[config.mk]
export PLATFORM = sky130hd
export DESIGN_NAME = demux6b2_stream
export DESIGN_NICKNAME = d
export VERILOG_FILES = /design/src/rtl/demux6b2_stream.sv
export SDC_FILE = /design/constraint.sdc
export NUM_CORES = 1
export LEC_CHECK = 0
export CAP_MARGIN = 10
export CORE_UTILIZATION = 40
export CTS_CLUSTER_DIAMETER = 200
export CTS_CLUSTER_SIZE = 16
export DETAILED_ROUTE_END_ITERATION = 8
export GPL_TIMING_DRIVEN = 1
export PLACE_DENSITY_LB_ADDON = 0.1
export SLEW_MARGIN = 25
export SYNTH_ARGS = -nofsm -noshare
export SYNTH_HDL_FRONTEND = slang
export SYNTH_HIERARCHICAL = 1
export SYNTH_SLANG_ARGS = --single-unit
[constraint.sdc]
create_clock -name clk -period 2.5 [get_ports clk]
set_clock_uncertainty 0.2 [all_clocks]
set_input_delay 0.5 -clock clk [delete_from_list [all_inputs] [get_ports clk]]
set_output_delay 0.5 -clock clk [all_outputs]
set_load 0.01 [all_outputs]
[src/rtl/demux6b2_stream.sv]
// rtl/demux6b2_stream.sv - registered 1-to-2 stream demux with a per-lane FIFO
// Each accepted word is steered by s into lane a (s=0) or lane b (s=1).

module demux6b2_lane #(
  parameter int WIDTH = 6,
  parameter int DEPTH = 2,
  parameter int PW    = (DEPTH > 1) ? $clog2(DEPTH) : 1
) (
  input  logic             clk,
  input  logic             reset,
  input  logic             push_i,
  input  logic [WIDTH-1:0] wdata_i,
  input  logic             ready_i,
  output logic [WIDTH-1:0] data_o,
  output logic             valid_o,
  output logic             full_o,
  output logic [PW:0]      count_o
);

  logic [WIDTH-1:0] mem_q [DEPTH];
  logic [PW-1:0]    wptr_q, wptr_d;
  logic [PW-1:0]    rptr_q, rptr_d;
  logic [PW:0]      count_q, count_d;
  logic             pop;

  assign valid_o = (count_q != '0);
  assign full_o  = (count_q == (PW+1)'(DEPTH));
  assign count_o = count_q;
  assign data_o  = valid_o ? mem_q[rptr_q] : '0;
  assign pop     = valid_o && ready_i;

  // DEPTH is a power of two, so pointer overflow is the modulo wrap.
  always_comb begin
    wptr_d  = wptr_q;
    rptr_d  = rptr_q;
    count_d = count_q;
    if (push_i) wptr_d = wptr_q + PW'(1);
    if (pop)    rptr_d = rptr_q + PW'(1);
    case ({push_i, pop})
      2'b10:   count_d = count_q + (PW+1)'(1);
      2'b01:   count_d = count_q - (PW+1)'(1);
      default: count_d = count_q;
    endcase
  end

  always_ff @(posedge clk) begin
    if (reset) begin
      wptr_q  <= '0;
      rptr_q  <= '0;
      count_q <= '0;
    end else begin
      wptr_q  <= wptr_d;
      rptr_q  <= rptr_d;
      count_q <= count_d;
    end
  end

  // Storage is not reset; a zero count hides stale contents.
  always_ff @(posedge clk) begin
    if (push_i && !reset) mem_q[wptr_q] <= wdata_i;
  end

endmodule

module demux6b2_stream #(
  parameter int WIDTH = 6,
  parameter int DEPTH = 2,
  parameter int PW    = (DEPTH > 1) ? $clog2(DEPTH) : 1
) (
  input  logic             clk,
  input  logic             reset,
  input  logic [WIDTH-1:0] in_data,
  input  logic             s,
  input  logic             in_valid,
  output logic             in_ready,
  output logic [WIDTH-1:0] a_data,
  output logic             a_valid,
  input  logic             a_ready,
  output logic [WIDTH-1:0] b_data,
  output logic             b_valid,
  input  logic             b_ready,
  output logic [PW:0]      a_count,
  output logic [PW:0]      b_count,
  output logic             busy
);

  logic a_full, b_full;
  logic push_a, push_b;

  // A full lane refuses even when it pops in the same cycle.
  assign in_ready = s ? !b_full : !a_full;
  assign push_a   = in_valid && in_ready && !s;
  assign push_b   = in_valid && in_ready &&  s;
  assign busy     = a_valid | b_valid;

  demux6b2_lane #(.WIDTH(WIDTH), .DEPTH(DEPTH), .PW(PW)) u_lane_a (
    .clk     (clk),
    .reset   (reset),
    .push_i  (push_a),
    .wdata_i (in_data),
    .ready_i (a_ready),
    .data_o  (a_data),
    .valid_o (a_valid),
    .full_o  (a_full),
    .count_o (a_count)
  );

  demux6b2_lane #(.WIDTH(WIDTH), .DEPTH(DEPTH), .PW(PW)) u_lane_b (
    .clk     (clk),
    .reset   (reset),
    .push_i  (push_b),
    .wdata_i (in_data),
    .ready_i (b_ready),
    .data_o  (b_data),
    .valid_o (b_valid),
    .full_o  (b_full),
    .count_o (b_count)
  );

endmodule

Word level (Yosys, flattened, before mapping)
Memory sizes are Yosys's and may differ from the RTL's. A register that Yosys moved wholly into a read port is not among the register bits.
Index checks and enable logic that the tools add are counted.
{"block": "op_classes", "bitwise": 1, "n_reduce_logical": 15, "n_addsub": 8, "n_eq_ne": 6, "n_mux": 13}
{"op": "$mux 6", "count": 2}
{"op": "$mux 1", "count": 9}
{"op": "$eq 2x2->1 const B", "count": 4}
{"op": "$pmux 2 s2", "count": 2}
{"op": "$reduce_bool 2->1", "count": 4}
{"op": "$logic_and 1x1->1", "count": 7}
{"op": "$add 1x1->1 const B", "count": 4}
{"op": "$add 2x1->2 const B", "count": 2}
{"op": "$eq 2x1->1 const B", "count": 2}
{"op": "$logic_not 1->1", "count": 4}
{"op": "$sub 2x1->2 const B", "count": 2}
{"op": "$or 1x1->1", "count": 1}
{"block": "word_totals", "n_memories": 2, "out_inout_bits": 20, "in_bits": 12, "regBits": 8, "elab_cells": 51, "ram_bits": 24}
{"memory": "u_lane_a.mem_q", "depth": 2, "word_bits": 6, "rd": 1, "rd_ports_with_merged_regs": 1, "wr": 1, "line_no": "20", "text": "logic [WIDTH-1:0] mem_q [DEPTH];"}
{"memory": "u_lane_b.mem_q", "depth": 2, "word_bits": 6, "rd": 1, "rd_ports_with_merged_regs": 1, "wr": 1, "line_no": "20"}

Logic depth before layout (Yosys ltp)
{"block": "depth", "depth_word": 8, "mapped_depth": 7, "ltp_nobuf": 7}

Cells and area by module
The synthesis kept the hierarchy.
{"module": "demux6b2_lane", "area_each_um2": 668.1, "seq_area_each_um2": 460.4, "n_inst": 2, "cells_per_inst": 50}
{"module": "demux6b2_stream", "area_each_um2": 32.5, "seq_area_each_um2": 0.0, "n_inst": 1, "cells_per_inst": 4}

Least setup slack after synthesis
No wires, ideal clock.
{"block": "synth_path", "path_kind": "flip-flop to flip-flop", "start": "register u_lane_a.count_q[0] (netlist: u_lane_a/count_o[0])", "end": "memory u_lane_a.mem_q[1][0], enable pin", "synth_period_minus_slack_ps": 2202, "arrival_time_ps": 1624, "path_buffers": 0, "path_slack_ps": 298, "required_ps": 1922, "path_stages_with_launch": 5, "setup_time_ps": 378, "path_cell_list": "dfxtp_1 and2b_2 nor3b_1 inv_1 nor3b_1"}
{"block": "synth_between", "elab_chain_len": 8}
{"element": "from (decl)", "line_no": "23", "text": "logic [PW:0] count_q, count_d;"}
{"element": "from (signal assigned)", "line_no": "54", "text": "count_q <= count_d;"}
{"element": "$eq 2x2->1", "line_no": "27", "text": "assign full_o = (count_q == (PW+1)'(DEPTH));"}
{"element": "named net a_full", "line_no": "87", "text": "logic a_full, b_full;"}
{"element": "$logic_not 1->1", "line_no": "91", "text": "assign in_ready = s ? !b_full : !a_full;"}
{"element": "$mux 1", "line_no": "91"}
{"element": "$logic_and 1x1->1 (2 in series)", "line_no": "92", "text": "assign push_a = in_valid && in_ready && !s;"}
{"element": "named net push_a", "line_no": "88", "text": "logic push_a, push_b;"}
{"element": "$logic_and 1x1->1", "line_no": "60", "text": "if (push_i && !reset) mem_q[wptr_q] <= wdata_i;"}
{"element": "$mux 1", "line_no": "60"}
{"element": "$mux 1 (not written as such)", "line_no": "60"}
{"element": "to (decl)", "line_no": "20"}
The timed path passes the listed nets, and every way through them passes these cells.

Worst setup path after layout
{"block": "layout_path", "start": "input s", "end": "output in_ready"}
{"block": "layout_between", "elab_chain_len": 1}
{"element": "from (decl)", "line_no": "73", "text": "input logic s,"}
{"element": "$mux 1", "line_no": "91"}
{"element": "to (decl)", "line_no": "75", "text": "output logic in_ready,"}
No other way between the ends.

==> metrics.md <==
| Metric | Value |
|---|---|
| Mapped Area | 1370 µm² |
| Pin slew with the least headroom to its limit | about 0.37 ns |
| Most frequent standard cell in the layout excluding fill and tap cells | sky130_fd_sc_hd__clkdlybuf4s50_1 |
| Compound-cell area share of the yosys netlist | 0.0219 |
| Peak clock frequency supported by timing | between 400 and 500 MHz |
| GRT Total Usage | 0.151 |
| Syn nets | 118 |
| Synthesized-area fraction occupied by xor and xnor cells | 0.0512 |
| Clock slew at the register clock pins of the worst setup and hold paths | 0.09 ns |
| Area share of and/or/nand/nor cells after synthesis | 0.117 |
| Number of global-route vias before repair | roughly 860 |
| Floorplan Core Area | 3150 µm² |
| Height of the die | a little over 60 µm |
| Total wire length after detailed routing | roughly 2400 µm |
| Run status | finished, final reports clean |
| Area growth, synth to finish | 34.3% |
| Time the worst path needs with I/O delays and setup | 2.45 ns |
| Share of synthesized cell area in full adder, half adder and majority cells | 0.0183 |
| VDD IR max | 0.526 mV |
| Global-route congestion overflow total | 0 |
| Number of buffers on the longest clock path | 2 |
| # hold bufs at CTS | 0 |
| DP Cell Count | 184 |
| GPL Wtd Cong | 0.679 |
| Net count reported at finish | around 160 |
| Path class of the lowest-slack min-delay path | reg2reg |
| Hold violation count in the final report | 0 |
| Count of buffers from port buffering | 31 |
| Wire length of the first global-routing pass | 3830 µm |
| Count of inserted antenna diode cells | 0 |
| Unrepaired setup endpoints after global routing | no |
| I/O Pins | 32 |
| Multiplexer area fraction after synthesis | 0.0951 |
| Min-Delay Startpoint | u_lane_b/rptr_q |
| Die W | approximately 61 µm |
| Count of warnings emitted by yosys | 6 |
| Row Count | 20 |
| Cells after Synth | roughly 100 |
| Clock latency at the later pin of the worst-skew pair | between 0.3 and 0.4 ns |
| Fill cell total of the finished layout | 298 |
| Met2 wire length | 1150 µm |
| Root Buffer Master | sky130_fd_sc_hd__clkbuf_4 |
| Part of the Yosys area used for sequential elements | 0.673 |
| Post-CTS setup buffer count | 0 |
| Detailed-route wire length per cell | 12.4 µm |
| Distinct cell type count of the synthesized netlist | 17 |
| Count of state elements after synthesis | 34 |
| Synthesized area divided by synthesized cell count | between 10 and 15 µm² |
| Combinational family with the most area after synthesis | simple AND/OR/NAND/NOR gates |
| Antenna Nets Post-Route | 0 |
| Count of routing violations after the opening detailed-route iteration | 40 |
| Maximum level of the CTS H-tree | 2 |
| Final instance count without filler cells | 192 |
| Total clock sinks | 34 |
| Slew margin rel. | 0.750 |
| Max Cap Violations | 0 |
| Launching element of the worst setup path | s |
| Fraction of layout cells with a size suffix above 1 | 0.122 |
| Number of vias after detailed routing | 880 |
| Total power draw | 1.70 mW |
| Starting density of the core | 0.434 |
| Startpoint types | input pin |
| CP Max Fanout | 3 |
| Final setup violation count | 0 |
| Endpoint type of the worst setup path | output port |
| R2r startpoint | u_lane_a/count_o[0] |
| Die area | 3660 µm² |
| Required time at the worst-slack endpoint | 1.80 ns |
| Sum of net half-perimeters after detailed placement | around 1800 µm |
| Maximum number of pins on one net before global-route repair | 12 |
| Detailed-routing wirelength on met1 | 1040 µm |
| Inserted Clock Buffers | 5 |
| Number of antenna violations at the first check in global routing | 0 |
| Clock tree from TritonCTS | done |
| Arrival time at the worst endpoint | 1.75 ns |
| Total iterations of the first detailed-routing run | 4 |
| Routed wire length on met3 | 154 µm |
| Static leakage | 0.664 nW |
| Power density normalized to cell area | 925 nW/µm² |
| Type of the worst setup path | in2out |
| Uppermost layer routed | met4 |
| Setup Total Neg Slack | 0 ns |
| Total DRC errors in the routed layout | 0 |
| Commonest non-fill, non-tap cells in the layout | 31 x sky130_fd_sc_hd__clkdlybuf4s50_1, 24 x sky130_fd_sc_hd__edfxtp_1, 20 x sky130_fd_sc_hd__nor2_1 |
| Number of pins with negative max-slew slack in the final report | 0 |
| Final clock period utilization by the worst path | 0.980 |
| Number of vias per cell after detailed routing | 4.58 |
flip-flops by register name (all words and copies together) (netlist names), named ones only:
register          count
u_lane_a/count_o      2
u_lane_b/count_o      2
u_lane_a/rptr_q       1
u_lane_a/wptr_q       1
u_lane_b/mem_q       12
u_lane_a/mem_q       12
u_lane_b/wptr_q       1
u_lane_b/rptr_q       1
routing by layer:
metal / vias to the layer above / global-route usage
met5: - / 0
met4: 0 / 0.0877
met3: 6 / 0.0490
met2: 29 / 0.243
met1: 400 / 0.177
li1: 445 / -
critical path: stages:
cell and delay, ns:
sky130_fd_sc_hd__clkdlybuf4s50_1 0.51, sky130_fd_sc_hd__mux2i_1 0.19, sky130_fd_sc_hd__clkdlybuf4s50_1 0.55
area by class of cell:
| class | count | area (µm²) | area share |
|---|---|---|---|
| Sequential cell | 34 | 923 | 0.502 |
| Inverter | 6 | 22.5 | 0.0123 |
| Clock buffer | 8 | 48.8 | 0.0265 |
| Multi-Input combinational cell | 62 | 425 | 0.231 |
| Tap cell | 44 | 55.1 | 0.0300 |
| Timing Repair Buffer | 38 | 363 | 0.197 |
cell families after synthesis:
kind of cell,count (synthesis)
compound gates,6
xor+xnor,8
fa+ha+maj,2
buf+inv,8
flops,34
mux,13
simple gates,33
per-stage QoR:
step                      utilization  instance area, µm²  worst slack, ns  hold WS (ns)
final                           0.583                1840           0.0503         0.313
after global routing            0.583                1840          0.00516         0.366
after CTS                       0.580                1830           0.0223         0.317
after detailed placement        0.563                1780           0.0312         0.288
after global placement          0.563                1780           0.0737         0.286
after floorplan                     -                1370            0.298         0.272
timing repair:
action / in CTS / in global routing
hold endpoints to repair: 0 / 0
resized for setup: 1 / 4
endpoints found under the setup margin: 1 / 6
cloned: 0 / 0
report_power, final:
group          switching, mW  internal (mW)  total [mW]
Combinational          0.275          0.386       0.661
Sequential            0.0872          0.673       0.760
Clock                  0.166          0.112       0.278
final timing paths:
path	cells after the start	endpoint	slack, ns
min	2	u_lane_b/rptr_q	0.31
max reg2reg	6	u_lane_a/count_o[1]	0.33
min reg2reg	2	u_lane_b/rptr_q	0.31
max	3	in_ready	0.05
Yosys cell counts:
cell / count / share of area
sky130_fd_sc_hd__o21ai_0: 4 / 0.015
sky130_fd_sc_hd__nor2_1: 22 / 0.060
sky130_fd_sc_hd__a21oi_1: 2 / 0.0073
sky130_fd_sc_hd__or3_1: 2 / 0.0091
sky130_fd_sc_hd__or2_1: 1 / 0.0046
sky130_fd_sc_hd__and2b_2: 2 / 0.013
sky130_fd_sc_hd__mux2i_1: 13 / 0.095
sky130_fd_sc_hd__ha_1: 2 / 0.018
sky130_fd_sc_hd__nor3b_1: 3 / 0.016
sky130_fd_sc_hd__xnor2_1: 4 / 0.026
sky130_fd_sc_hd__buf_2: 2 / 0.0073
sky130_fd_sc_hd__dfxtp_1: 10 / 0.15
sky130_fd_sc_hd__xor2_1: 4 / 0.026
sky130_fd_sc_hd__edfxtp_1: 24 / 0.53
sky130_fd_sc_hd__inv_1: 6 / 0.016
sky130_fd_sc_hd__nor3_1: 2 / 0.0073
sky130_fd_sc_hd__and3b_1: 1 / 0.0064
(Power assumes the default switching activity.)
